[src/rtl/fsm_job_driver_if.sv]
// Job request, engine control and completion signals of fsm_job_driver.
// master = the driver itself; slave = the upstream source plus the engine.
interface fsm_job_driver_if #(
  parameter int unsigned LEN_W = 8
) ();
  logic             req_valid;
  logic             req_ready;
  logic [LEN_W-1:0] req_len;
  logic             start;
  logic             done;
  logic             eng_busy;
  logic             eng_ready;
  logic             cmpl_valid;
  logic             cmpl_err;

  modport master (
    input  req_valid, req_len, eng_busy, eng_ready,
    output req_ready, start, done, cmpl_valid, cmpl_err
  );

  modport slave (
    output req_valid, req_len, eng_busy, eng_ready,
    input  req_ready, start, done, cmpl_valid, cmpl_err
  );
endinterface

[src/rtl/fsm_job_driver.sv]
// Initiator for a start/done/busy/ready engine: runs one job per request and reports completion.
// Optional FSM_JOB_DRIVER_STATS_EN adds saturating good/error completion counters.
module fsm_job_driver #(
  parameter int unsigned LEN_W   = 8,
  parameter int unsigned TIMEOUT = 16
) (
  input  logic                  clk,
  input  logic                  rst_n,
  fsm_job_driver_if.master      bus
`ifdef FSM_JOB_DRIVER_STATS_EN
  ,
  output logic [15:0]           job_cnt,
  output logic [7:0]            err_cnt
`endif
);

  typedef enum logic [2:0] {
    StIdle, StArm, StStart, StRun, StFin, StDrain, StCmpl
  } state_e;

  localparam logic [7:0] TmoLimit = 8'(TIMEOUT);

  state_e           state_q, state_d;
  logic [LEN_W-1:0] cnt_q, cnt_d;
  logic [7:0]       tmo_q, tmo_d;
  logic             err_q, err_d;
  logic [7:0]       tmo_inc;

  assign tmo_inc = (tmo_q == 8'hFF) ? 8'hFF : tmo_q + 8'd1;

  always_ff @(posedge clk or negedge rst_n) begin
    if (!rst_n) begin
      state_q <= StIdle;
      cnt_q   <= '0;
      tmo_q   <= '0;
      err_q   <= 1'b0;
    end else begin
      state_q <= state_d;
      cnt_q   <= cnt_d;
      tmo_q   <= tmo_d;
      err_q   <= err_d;
    end
  end

  always_comb begin
    state_d = state_q;
    cnt_d   = cnt_q;
    tmo_d   = tmo_q;
    err_d   = err_q;
    unique case (state_q)
      StIdle: begin
        if (bus.req_valid) begin
          cnt_d   = bus.req_len;
          tmo_d   = '0;
          err_d   = 1'b0;
          state_d = StArm;
        end
      end
      StArm: begin
        if (bus.eng_ready) begin
          state_d = StStart;
        end else begin
          tmo_d = tmo_inc;
          if (tmo_inc >= TmoLimit) begin
            err_d   = 1'b1;
            state_d = StCmpl;
          end
        end
      end
      StStart: state_d = StRun;
      StRun: begin
        // Engine dropped out of RUN on its own: abort without issuing done.
        if (!bus.eng_busy) begin
          err_d   = 1'b1;
          state_d = StCmpl;
        end else if (cnt_q != '0) begin
          cnt_d = cnt_q - LEN_W'(1);
        end else begin
          state_d = StFin;
        end
      end
      StFin: begin
        tmo_d   = '0;
        state_d = StDrain;
      end
      StDrain: begin
        if (bus.eng_ready) begin
          err_d   = 1'b0;
          state_d = StCmpl;
        end else begin
          tmo_d = tmo_inc;
          if (tmo_inc >= TmoLimit) begin
            err_d   = 1'b1;
            state_d = StCmpl;
          end
        end
      end
      StCmpl:  state_d = StIdle;
      default: state_d = StIdle;
    endcase
  end

  // Moore outputs: decoded from registered state only.
  assign bus.req_ready  = (state_q == StIdle);
  assign bus.start      = (state_q == StStart);
  assign bus.done       = (state_q == StFin);
  assign bus.cmpl_valid = (state_q == StCmpl);
  assign bus.cmpl_err   = (state_q == StCmpl) && err_q;

`ifdef FSM_JOB_DRIVER_STATS_EN
  logic [15:0] job_cnt_q;
  logic [7:0]  err_cnt_q;

  always_ff @(posedge clk or negedge rst_n) begin
    if (!rst_n) begin
      job_cnt_q <= '0;
      err_cnt_q <= '0;
    end else if (state_q == StCmpl) begin
      if (!err_q && job_cnt_q != 16'hFFFF) job_cnt_q <= job_cnt_q + 16'd1;
      if (err_q && err_cnt_q != 8'hFF)     err_cnt_q <= err_cnt_q + 8'd1;
    end
  end

  assign job_cnt = job_cnt_q;
  assign err_cnt = err_cnt_q;
`endif

endmodule
[src/flat_wrapper.sv]
// flat-port wrapper written by rule: the top's interface ports become plain ports
module fsm_job_driver_flat 
#(
  parameter int unsigned LEN_W   = 8,
  parameter int unsigned TIMEOUT = 16
)
  (clk, rst_n, bus_req_valid, bus_req_len, bus_eng_busy, bus_eng_ready, bus_req_ready, bus_start, bus_done, bus_cmpl_valid, bus_cmpl_err);
  fsm_job_driver_if #(.LEN_W(LEN_W)) bus_i ();
  input  logic clk;
  input  logic rst_n;
  input wire logic [$bits(bus_i.req_valid)-1:0] bus_req_valid;
  input wire logic [$bits(bus_i.req_len)-1:0] bus_req_len;
  input wire logic [$bits(bus_i.eng_busy)-1:0] bus_eng_busy;
  input wire logic [$bits(bus_i.eng_ready)-1:0] bus_eng_ready;
  output wire logic [$bits(bus_i.req_ready)-1:0] bus_req_ready;
  output wire logic [$bits(bus_i.start)-1:0] bus_start;
  output wire logic [$bits(bus_i.done)-1:0] bus_done;
  output wire logic [$bits(bus_i.cmpl_valid)-1:0] bus_cmpl_valid;
  output wire logic [$bits(bus_i.cmpl_err)-1:0] bus_cmpl_err;
  assign bus_i.req_valid = bus_req_valid;
  assign bus_i.req_len = bus_req_len;
  assign bus_i.eng_busy = bus_eng_busy;
  assign bus_i.eng_ready = bus_eng_ready;
  assign bus_req_ready = bus_i.req_ready;
  assign bus_start = bus_i.start;
  assign bus_done = bus_i.done;
  assign bus_cmpl_valid = bus_i.cmpl_valid;
  assign bus_cmpl_err = bus_i.cmpl_err;
  fsm_job_driver #(.LEN_W(LEN_W), .TIMEOUT(TIMEOUT)) u_core (.clk(clk), .rst_n(rst_n), .bus(bus_i));
endmodule
[config.mk]
export PLATFORM = sky130hd
export DESIGN_NAME = fsm_job_driver_flat
export DESIGN_NICKNAME = d
export VERILOG_FILES = /design/src/rtl/fsm_job_driver_if.sv /design/src/rtl/fsm_job_driver.sv /design/src/flat_wrapper.sv
export SDC_FILE = /design/constraint.sdc
export NUM_CORES = 1
export LEC_CHECK = 0
export ABC_AREA = 0
export CAP_MARGIN = 30
export CELL_PAD_IN_SITES_DETAIL_PLACEMENT = 0
export CELL_PAD_IN_SITES_GLOBAL_PLACEMENT = 2
export CORE_UTILIZATION = 35
export CTS_CLUSTER_SIZE = 40
export DETAILED_ROUTE_END_ITERATION = 16
export PLACE_DENSITY_LB_ADDON = 0.1
export SYNTH_ARGS = -nofsm -noshare
export SYNTH_HDL_FRONTEND = slang
export SYNTH_SLANG_ARGS = --single-unit
[constraint.sdc]
create_clock -name clk -period 3.6 [get_ports clk]
set_input_delay 0.72 -clock clk [delete_from_list [all_inputs] [get_ports clk]]
set_output_delay 0.72 -clock clk [all_outputs]
set_load 0.03 [all_outputs]
==> qor.yml, run 1 <==
dp_hpwl_um: 2490
ys.flop_type: "dfrtp_1"
yosys.cell_count.top_type: "dfrtp_1"
die_h_um: 64.0
synth_edf_count: 0
syn_inst: 159
grt_pass1_wl_um: 5770
whs_path_depth: 2
cp-start-kind: "flip-flop"
grt-ovfl-total: 0
endpoint_kind: "primary output"
avgSynthCellArea_um2: 8.47
path_cells: "inv_1 > and3_1 > and2_1 > clkdlybuf4s50_1"
routedWlPerCell_um: 15.4
min_period_ns: 2.62
numPortBuffers: 17
crit_path_top_delay_cell: "dfrtp_1"
internal_power_w: 0.000686
clk_pin_slew_ns: 0.08
via_per_inst: 5.65
crit_path_max_fanout: 16
power_density_nw_per_um2: 729
power.share.clock: 0.197
worstPathArrival_ns: 1.90
finalClockSkew_ns: 0.00407
post-route-period-util: 0.728
initial_core_util: 0.365
drt_wl_total_um: 3430
rr_worst_depth: 6
io_pins: 18
n_fill_cell: 370
cts_made_buffers: 3
fin_setup_tns_ns: 0
ant_nets: 0
max_stage_delay_ns: 0.61
rsz0062_at_grt: "no"
maxSlewViolCount: 0
fmax_mhz: 382
ir_drop_v: 0.000373
relSlewSlack: 0.589
yosys-top-cells-count: "20 x dfrtp_1, 15 x o21ai_0, 14 x a21oi_1"
min_path_type: "reg -> reg"
switching_power_w: 0.000509
rows: 22
grt_util_all_layers: 0.186
power_frac_seq: 0.366
critPathKind: "reg -> out"
firstDrtPassIters: 4
cts_tree: "done"
p_sw_frac: 0.426
synth_warnings: 0
grt_max_degree: 17
setup_violations: 0
async_reset_ff_frac: 1.00
synth.distinct_cells: 52
die_x_um: 64.0
clk-insertion-delay-late_ns: 0.27
first_global_vias: 1156
clockRootBuffer: "clkbuf_8"
drv_cap: 0
stdcell_area_um2: 1640
final_util: 0.445
p_leak_nw: 0.704
cts_num_sinks: 20
drive_above_1_share: 0.0747
required_ns: 2.88
route.vias.total: 1255
place_area_um2: 1570
tightest_slew_ns: 0.615
syn2layout_area_growth_pct: 21.8
antenna_found_initial: 0
syn-cell-area_um2: 1350
layout.nets: 191
combPwrFrac: 0.438
status: "finished clean"
cts_max_path_buffers: 2
dieArea_um2: 4100
ys_seq_area_frac: 0.372
holdWs_ns: 0.553
synth_area_leader_cell: "dfrtp_1"
place_congestion: 0.853
post_cts_buffers: 0
cts_resized: 0
drtIter0Drc: 112
synth_area_leaders: "dfrtp_1 37%, o21ai_0 5.6%, a21oi_1 5.2%, nand2_1 3.1%, nor2_1 3.1%"
power_w: 0.00120
drc_errors: 0
hold_buffers: 0
core_area_um2: 3690
synth_fp_nets: 175
diodes: 0
yosys.area.top_type_share: 0.372
finalHoldViolations: 0
synth_seq_cells: 20
cts_htree_levels: 1
==> path summary, 6_finish.rpt <==
kind	start	end	slack (ns)
setup / recovery	u_core.state_q[0]	bus_cmpl_err	0.98
hold / removal	u_core.cnt_q[5]	u_core.cnt_q[5]	0.55
setup reg to reg	u_core.cnt_q[0]	u_core.cnt_q[1]	1.66
hold reg to reg	u_core.cnt_q[5]	u_core.cnt_q[5]	0.55
max in group asynchronous	rst_n	u_core.cnt_q[2]	2.45
min in group asynchronous	rst_n	u_core.state_q[0]	0.75
==> cells by family (layout without fill, tap and decap cells) <==
family,count (synthesis),in the layout,synth area share
buffers and inverters,15,30,0.0483
adder cells (fa/ha/maj),3,3,0.0279
AND/OR/NAND/NOR,67,67,0.289
AO/OA/AOI/OAI,51,51,0.237
flip-flops,20,20,0.372
multiplexers,3,3,0.0260
==> power groups by stage <==
stage | logic, W | registers [W] | clock network, W
6_report | 0.000523 | 0.000437 | 0.000235
2_1_floorplan | 0.000447 | 0.000368 | 0
3_5_place_dp | 0.000525 | 0.000438 | 0
3_3_place_gp | 0.000518 | 0.000437 | 0
4_1_cts | 0.000527 | 0.000434 | 0.000236
5_1_grt | 0.000584 | 0.000456 | 0.000250
==> per-layer routing <==
metal | up-vias | share of wire | track usage
met5 | - | 0 | 0
met4 | 0 | 0.016 | 0.0824
met3 | 5 | 0.050 | 0.0214
met2 | 37 | 0.42 | 0.265
met1 | 590 | 0.52 | 0.277
li1 | 623 | - | -
==> flip-flops by register name, summed over array words and instances, names as in the netlist <==
register	cells
u_core.err_q	1
u_core.state_q	3
u_core.tmo_q	8
u_core.cnt_q	8
==> worst max-delay path: cells and delay by family, from the launching register on <==
family	cells	cell delay, ns
flip-flops	1	0.61
AND/OR/NAND/NOR	2	0.34
buffers and inverters	2	0.69
==> metrics by stage <==
stage	instances	setup WS (ns)
6_report	222	0.980
5_1_grt	222	0.820
4_1_cts	222	0.968
3_5_place_dp	218	1.15
3_3_place_gp	217	1.18
2_1_floorplan	159	1.53
==> cell type report <==
type                       count  area, um2  share of cell area
clock buffer                   3       41.3              0.0252
inverter                       8       30.0              0.0183
timing repair buffer          18        198               0.121
tap                           48       60.1              0.0366
clock inverter                 1       30.0              0.0183
multi-input combinational    124        781               0.476
sequential                    20        500               0.305
==> placed cells by master, fill, tap and decap left out, drive strengths merged, types with 5 or more instances in the layout <==
cell and count:
o21ai 17, and3 6, a21oi 14, o22ai 5
nor4 5, nand2 12, nand3 5, dfrtp 20
inv 8, clkdlybuf4s50 17, nor2 11
Power figures use the tool's default switching activity.
==> run 2: changes to the inputs <==
--- a/config.mk
+++ b/config.mk
@@ -9,7 +9,7 @@
 export CAP_MARGIN = 30
 export CELL_PAD_IN_SITES_DETAIL_PLACEMENT = 0
 export CELL_PAD_IN_SITES_GLOBAL_PLACEMENT = 2
-export CORE_UTILIZATION = 35
+export CORE_UTILIZATION = 32
 export CTS_CLUSTER_SIZE = 40
 export DETAILED_ROUTE_END_ITERATION = 16
 export PLACE_DENSITY_LB_ADDON = 0.1
==> constraint.sdc (replaced) <==
create_clock -name clk -period 2.6 [get_ports clk]
set_input_delay 0.52 -clock clk [delete_from_list [all_inputs] [get_ports clk]]
set_output_delay 0.52 -clock clk [all_outputs]
set_load 0.03 [all_outputs]
==> run 2 against run 1 <==
Via count fell by 0.80%. Critical path type unchanged. Hold slack improved by 0.010 ns. Combinational power rose by 42%. Clock skew rose by 0.0085 ns. Sequential share of layout area rose by 0.19 points. Count of clock-buffer cells in the layout did not move. Sequential power rose by 36%. Setup slack got worse by 0.76 ns. Register-to-register slack got worse by 0.99 ns. Global-route usage fell by 1.3 points. Cell count rose by 1.4%. Wire length fell by 0.38%.
==> qor.yml, run 2 (same netlist as run 1, synthesis figures left out) <==
initial_core_util: 0.334  # was 0.365
worstPathArrival_ns: 1.86  # was 1.90 ns
hold_buffers: 0  # unchanged
crit_path_max_fanout: 15  # was 16
core_area_um2: 4030  # was 3690 um2
post_cts_buffers: 0  # unchanged
rr_startpoint: "u_core.cnt_q[0]"  # unchanged
cts_made_buffers: 3  # unchanged
io_pins: 18  # unchanged
mostFrequentLayoutCells: "20 x dfrtp_1, 17 x clkdlybuf4s50_1, 15 x o21ai_0"  # unchanged
cts_resized: 0  # unchanged
top_regs: "u_core.cnt_q x8, u_core.tmo_q x8, u_core.state_q x3"  # unchanged
relSlewSlack: 0.607  # was 0.589
power_density_nw_per_um2: 1010  # was 729 nW/um2
clk-insertion-delay-late_ns: 0.26  # was 0.27 ns
stdcell_area_um2: 1630  # was 1640 um2
clk_pin_slew_ns: 0.09  # was 0.08 ns
firstDrtPassIters: 4  # unchanged
fin_setup_tns_ns: 0  # unchanged
drt_wl_total_um: 3410  # was 3430 um
post-route-period-util: 0.916
layout.nets: 192  # was 191
first_global_vias: 1190  # was 1156
grt_pass1_wl_um: 5800  # was 5770 um
ant_nets: 0  # unchanged
fmax_mhz: 420
dp_hpwl_um: 2490  # about the same
syn2layout_area_growth_pct: 21.1  # was 21.8%
routedWlPerCell_um: 15.2  # was 15.4 um
ir_drop_v: 0.000370  # was 0.000373 V
route.vias.total: 1245  # was 1255
holdWs_ns: 0.563  # was 0.553 ns
multi_input_area_um2: 781  # unchanged
grt-ovfl-total: 0  # unchanged
endpoint_kind: "primary output"  # unchanged
startpoint: "u_core.state_q[1]"  # was u_core.state_q[0]
drc_errors: 0  # unchanged
power_frac_seq: 0.360  # was 0.366
rsz0062_at_grt: "no"  # unchanged
cts_tree: "done"  # unchanged
clockRootBuffer: "clkbuf_8"  # unchanged
rr_endpoint: "u_core.cnt_q[1]"  # unchanged
dieArea_um2: 4470  # was 4100 um2
final_util: 0.405  # was 0.445
switching_power_w: 0.000692  # was 0.000509 W
drive_above_1_share: 0.0800  # was 0.0747
critPathKind: "reg -> out"  # unchanged
die_x_um: 66.9  # was 64.0 um
regToRegSetupSlack_ns: 0.67  # was 1.66 ns
grt_util_all_layers: 0.173  # was 0.186
die_h_um: 66.9  # was 64.0 um
rr_worst_depth: 6  # unchanged
cts_num_sinks: 20  # unchanged
cp-start-kind: "flip-flop"  # unchanged
endpoint: "bus_cmpl_err"  # unchanged
p_leak_nw: 0.700  # was 0.704 nW
grt_max_degree: 21  # was 17
setup_violations: 0  # unchanged
antenna_found_initial: 0  # unchanged
finalClockSkew_ns: 0.0126  # was 0.00407 ns
min_period_ns: 2.38
final_common_cell: "dfrtp_1"  # unchanged
n_fill_cell: 414  # was 370
combPwrFrac: 0.449  # was 0.438
via_per_inst: 5.53  # was 5.65
power.share.clock: 0.191  # was 0.197
status: "finished clean"  # unchanged
rows: 23  # was 22
finalHoldViolations: 0  # unchanged
p_sw_frac: 0.420  # was 0.426
drv_cap: 0  # unchanged
min_path_type: "reg -> reg"  # unchanged
tightest_slew_ns: 0.588  # was 0.615 ns
numPortBuffers: 17  # unchanged
place_congestion: 0.813  # was 0.853
maxSlewViolCount: 0  # unchanged
drtIter0Drc: 83  # was 112
place_area_um2: 1560  # was 1570 um2
diodes: 0  # unchanged
cts_max_path_buffers: 2  # unchanged
regArea_um2: 500  # unchanged
required_ns: 2.08  # was 2.88 ns
cts_htree_levels: 1  # unchanged
internal_power_w: 0.000957  # was 0.000686 W
run 2: cell count changes in the layout (fill, tap and decap cells not counted), sizes merged:
cell  before  now
buf        1    2
run 2: stage by stage:
stage / worst slack, ns / std cells / total power, W
global placement: 0.382 / 221 / 0.00133
finish: 0.219 / 225 / 0.00165
CTS: 0.207 / 225 / 0.00166
detailed placement: 0.331 / 221 / 0.00134
floorplan: 0.726 / 159 / 0.00113
global route: 0.125 / 225 / 0.00179
run 2: metal layers:
layer | GRT usage | up-vias | wire length, um
met4 | 0.0372 | 0 | 17
met1 | 0.232 | 601 | 1660
met5 | 0 | - | 0
li1 | - | 625 | -
met2 | 0.282 | 17 | 1640
met3 | 0.0377 | 2 | 91
run 2: cell type report:
cell class	instances	area share
clock inverter	1	0.0184
clock buffer	3	0.0253
sequential	20	0.307
multi-input combinational	124	0.479
inverter	8	0.0184
tap	50	0.0384
timing repair buffer	19	0.114
run 2: worst max-delay path: stages, from the launching register on:
cell and delay (ns):
dfrtp_1 0.59, and3_1 0.23, and2_1 0.12, clkdlybuf4s50_1 0.66
run 2: power by group through the flow:
stage | clock network [W] | registers, W | logic, W
finish | 0.000315 | 0.000594 | 0.000741
global route | 0.000337 | 0.000616 | 0.000834
CTS | 0.000325 | 0.000589 | 0.000747
detailed placement | 0 | 0.000595 | 0.000745
global placement | 0 | 0.000594 | 0.000739
floorplan | 0 | 0.000509 | 0.000619
run 2: worst min path at each step:
| stage | start | end | slack, ns | depth (start not counted) |
|---|---|---|---|---|
| floorplan | rst_n | u_core.cnt_q[0] | 0.22 | 0 |
| global placement | u_core.err_q | u_core.err_q | 0.55 | 2 |
| detailed placement | u_core.cnt_q[5] | u_core.cnt_q[5] | 0.55 | 2 |
| CTS | u_core.cnt_q[5] | u_core.cnt_q[5] | 0.56 | 2 |
| global route | u_core.cnt_q[5] | u_core.cnt_q[5] | 0.60 | 2 |
| finish | u_core.cnt_q[5] | u_core.cnt_q[5] | 0.56 | 2 |
==> run 3: changes to the inputs <==
--- a/config.mk
+++ b/config.mk
@@ -13,6 +13,7 @@
 export CTS_CLUSTER_SIZE = 40
 export DETAILED_ROUTE_END_ITERATION = 16
 export PLACE_DENSITY_LB_ADDON = 0.1
+export RECOVER_POWER = 100
 export SYNTH_ARGS = -nofsm -noshare
 export SYNTH_HDL_FRONTEND = slang
 export SYNTH_SLANG_ARGS = --single-unit
==> run 3 against run 2 <==
Global-route usage did not move. Die area unchanged. Hold slack about the same. Non-clock buffer count is the same. Register-to-register slack got worse by 0.29 ns. Sequential power hardly changed. Count of clock-buffer cells in the layout is the same. Clock skew hardly changed. Via count shrank 0.48%. Critical path depth unchanged. Wire length is essentially flat.
==> qor.yml, run 3 (same netlist as run 1, synthesis figures left out) <==
post-route-period-util: 0.916  # about the same
internal_power_w: 0.000935  # was 0.000957 W
dieArea_um2: 4470  # unchanged
relSlewSlack: 0.235  # was 0.607
setup_violations: 0  # unchanged
routedWlPerCell_um: 15.2  # about the same
combPwrFrac: 0.440  # was 0.449
antenna_found_initial: 0  # unchanged
drc_errors: 0  # unchanged
post_cts_buffers: 0  # unchanged
power_density_nw_per_um2: 1000  # was 1010 nW/um2
tightest_slew_ns: 1.15  # was 0.588 ns
top_regs: "u_core.cnt_q x8, u_core.tmo_q x8, u_core.state_q x3"  # unchanged
cts_max_path_buffers: 2  # unchanged
layout.nets: 192  # unchanged
fin_setup_tns_ns: 0  # unchanged
numPortBuffers: 17  # unchanged
die_x_um: 66.9  # unchanged
clk_pin_slew_ns: 0.09  # about the same
drive_above_1_share: 0.0571  # was 0.0800
min_path_type: "reg -> reg"  # unchanged
placed_cells: 221  # unchanged
cts_resized: 0  # unchanged
worstPathArrival_ns: 1.86  # about the same
stdcell_area_um2: 1620  # was 1630 um2
p_leak_nw: 0.705  # was 0.700 nW
n_fill_cell: 418  # was 414
regToRegSetupSlack_ns: 0.38  # was 0.67 ns
switching_power_w: 0.000687  # was 0.000692 W
hold_end: "u_core.cnt_q[5]"  # unchanged
power.share.clock: 0.194  # was 0.191
whs_path_depth: 2  # unchanged
ant_nets: 0  # unchanged
diodes: 0  # unchanged
rr_worst_depth: 6  # unchanged
route.vias.total: 1239  # was 1245
endpoint_kind: "primary output"  # unchanged
hold_path.startpoint: "u_core.cnt_q[5]"  # unchanged
cts_made_buffers: 3  # unchanged
rr_startpoint: "u_core.cnt_q[0]"  # unchanged
initial_core_util: 0.334  # unchanged
ir_drop_v: 0.000370  # about the same
dp_hpwl_um: 2490  # unchanged
syn2layout_area_growth_pct: 20.2  # was 21.1%
clockRootBuffer: "clkbuf_8"  # unchanged
rows: 23  # unchanged
rsz0062_at_grt: "no"  # unchanged
grt_util_all_layers: 0.173  # unchanged
drt_wl_total_um: 3420  # was 3410 um
cp-start-kind: "flip-flop"  # unchanged
place_area_um2: 1560  # unchanged
io_pins: 18  # unchanged
grt-ovfl-total: 0  # unchanged
maxSlewViolCount: 0  # unchanged
cts_htree_levels: 1  # unchanged
fmax_mhz: 420  # about the same
drv_cap: 0  # unchanged
cts_tree: "done"  # unchanged
crit_path_max_fanout: 15  # unchanged
cts_num_sinks: 20  # unchanged
status: "finished clean"  # unchanged
grt_max_degree: 21  # unchanged
min_period_ns: 2.38  # about the same
hold_buffers: 0  # unchanged
die_h_um: 66.9  # unchanged
rr_endpoint: "u_core.cnt_q[7]"  # was u_core.cnt_q[1]
drtIter0Drc: 94  # was 83
power_frac_seq: 0.366  # was 0.360
mostFrequentLayoutCells: "20 x dfrtp_1, 17 x o21ai_0, 14 x a21oi_1"  # was 20 x dfrtp_1, 17 x clkdlybuf4s50_1, 15 x o21ai_0
final_cells: 225  # unchanged
critPathKind: "reg -> out"  # unchanged
core_area_um2: 4030  # unchanged
finalHoldViolations: 0  # unchanged
first_global_vias: 1190  # unchanged
required_ns: 2.08  # about the same
firstDrtPassIters: 4  # unchanged
p_sw_frac: 0.424  # was 0.420
via_per_inst: 5.51  # was 5.53
clk-insertion-delay-late_ns: 0.26  # about the same
place_congestion: 0.813  # unchanged
finalClockSkew_ns: 0.0127  # was 0.0126 ns
final_common_cell: "dfrtp_1"  # unchanged
grt_pass1_wl_um: 5800  # unchanged
[run 3: worst max-delay path by stage]
stage               slack, ns            to               from
finish                   0.22     bus_start  u_core.state_q[1]
floorplan                0.73  bus_cmpl_err  u_core.state_q[0]
global placement         0.38  u_core.err_q      bus_req_valid
global route             0.11     bus_start  u_core.state_q[1]
CTS                      0.21  bus_cmpl_err  u_core.state_q[1]
detailed placement       0.33  u_core.err_q      bus_req_valid
[run 3: metal layers]
layer	GRT usage	up-vias	wire, um
li1	-	625	-
met2	0.282	15	1630
met3	0.0377	2	88
met1	0.232	597	1680
met5	0	-	0
met4	0.0372	0	17
[run 3: per-stage QoR]
stage	hold WS [ns]	power [W]	utilization	setup slack, ns
2_1_floorplan	0.224	0.00113	-	0.726
3_3_place_gp	0.546	0.00133	0.387	0.382
3_5_place_dp	0.550	0.00134	0.387	0.331
4_1_cts	0.563	0.00166	0.405	0.207
5_1_grt	0.600	0.00176	0.402	0.110
6_report	0.563	0.00162	0.402	0.218
[run 3: critical path, cell delays in order (launching register included)]
cell           delay (ns)
dfrtp_1              0.59
nand2b_1             0.17
nor2_1               0.10
dlygate4sd3_1        0.74
[run 3: power groups by stage]
stage	clock network, W	logic, W	registers (W)
global route	0.000337	0.000807	0.000616
floorplan	0	0.000619	0.000509
finish	0.000315	0.000713	0.000593
CTS	0.000325	0.000747	0.000589
detailed placement	0	0.000745	0.000595
global placement	0	0.000739	0.000594
[run 3: area by class of cell]
class	count	area (um2)	area share
clock buffers	3	41.3	0.0255
flip-flops and latches	20	500	0.309
well taps	50	62.6	0.0387
clock inverters	1	30.0	0.0186
repair buffers	19	181	0.112
inverters	8	30.0	0.0186
multi-input cells	124	772	0.477
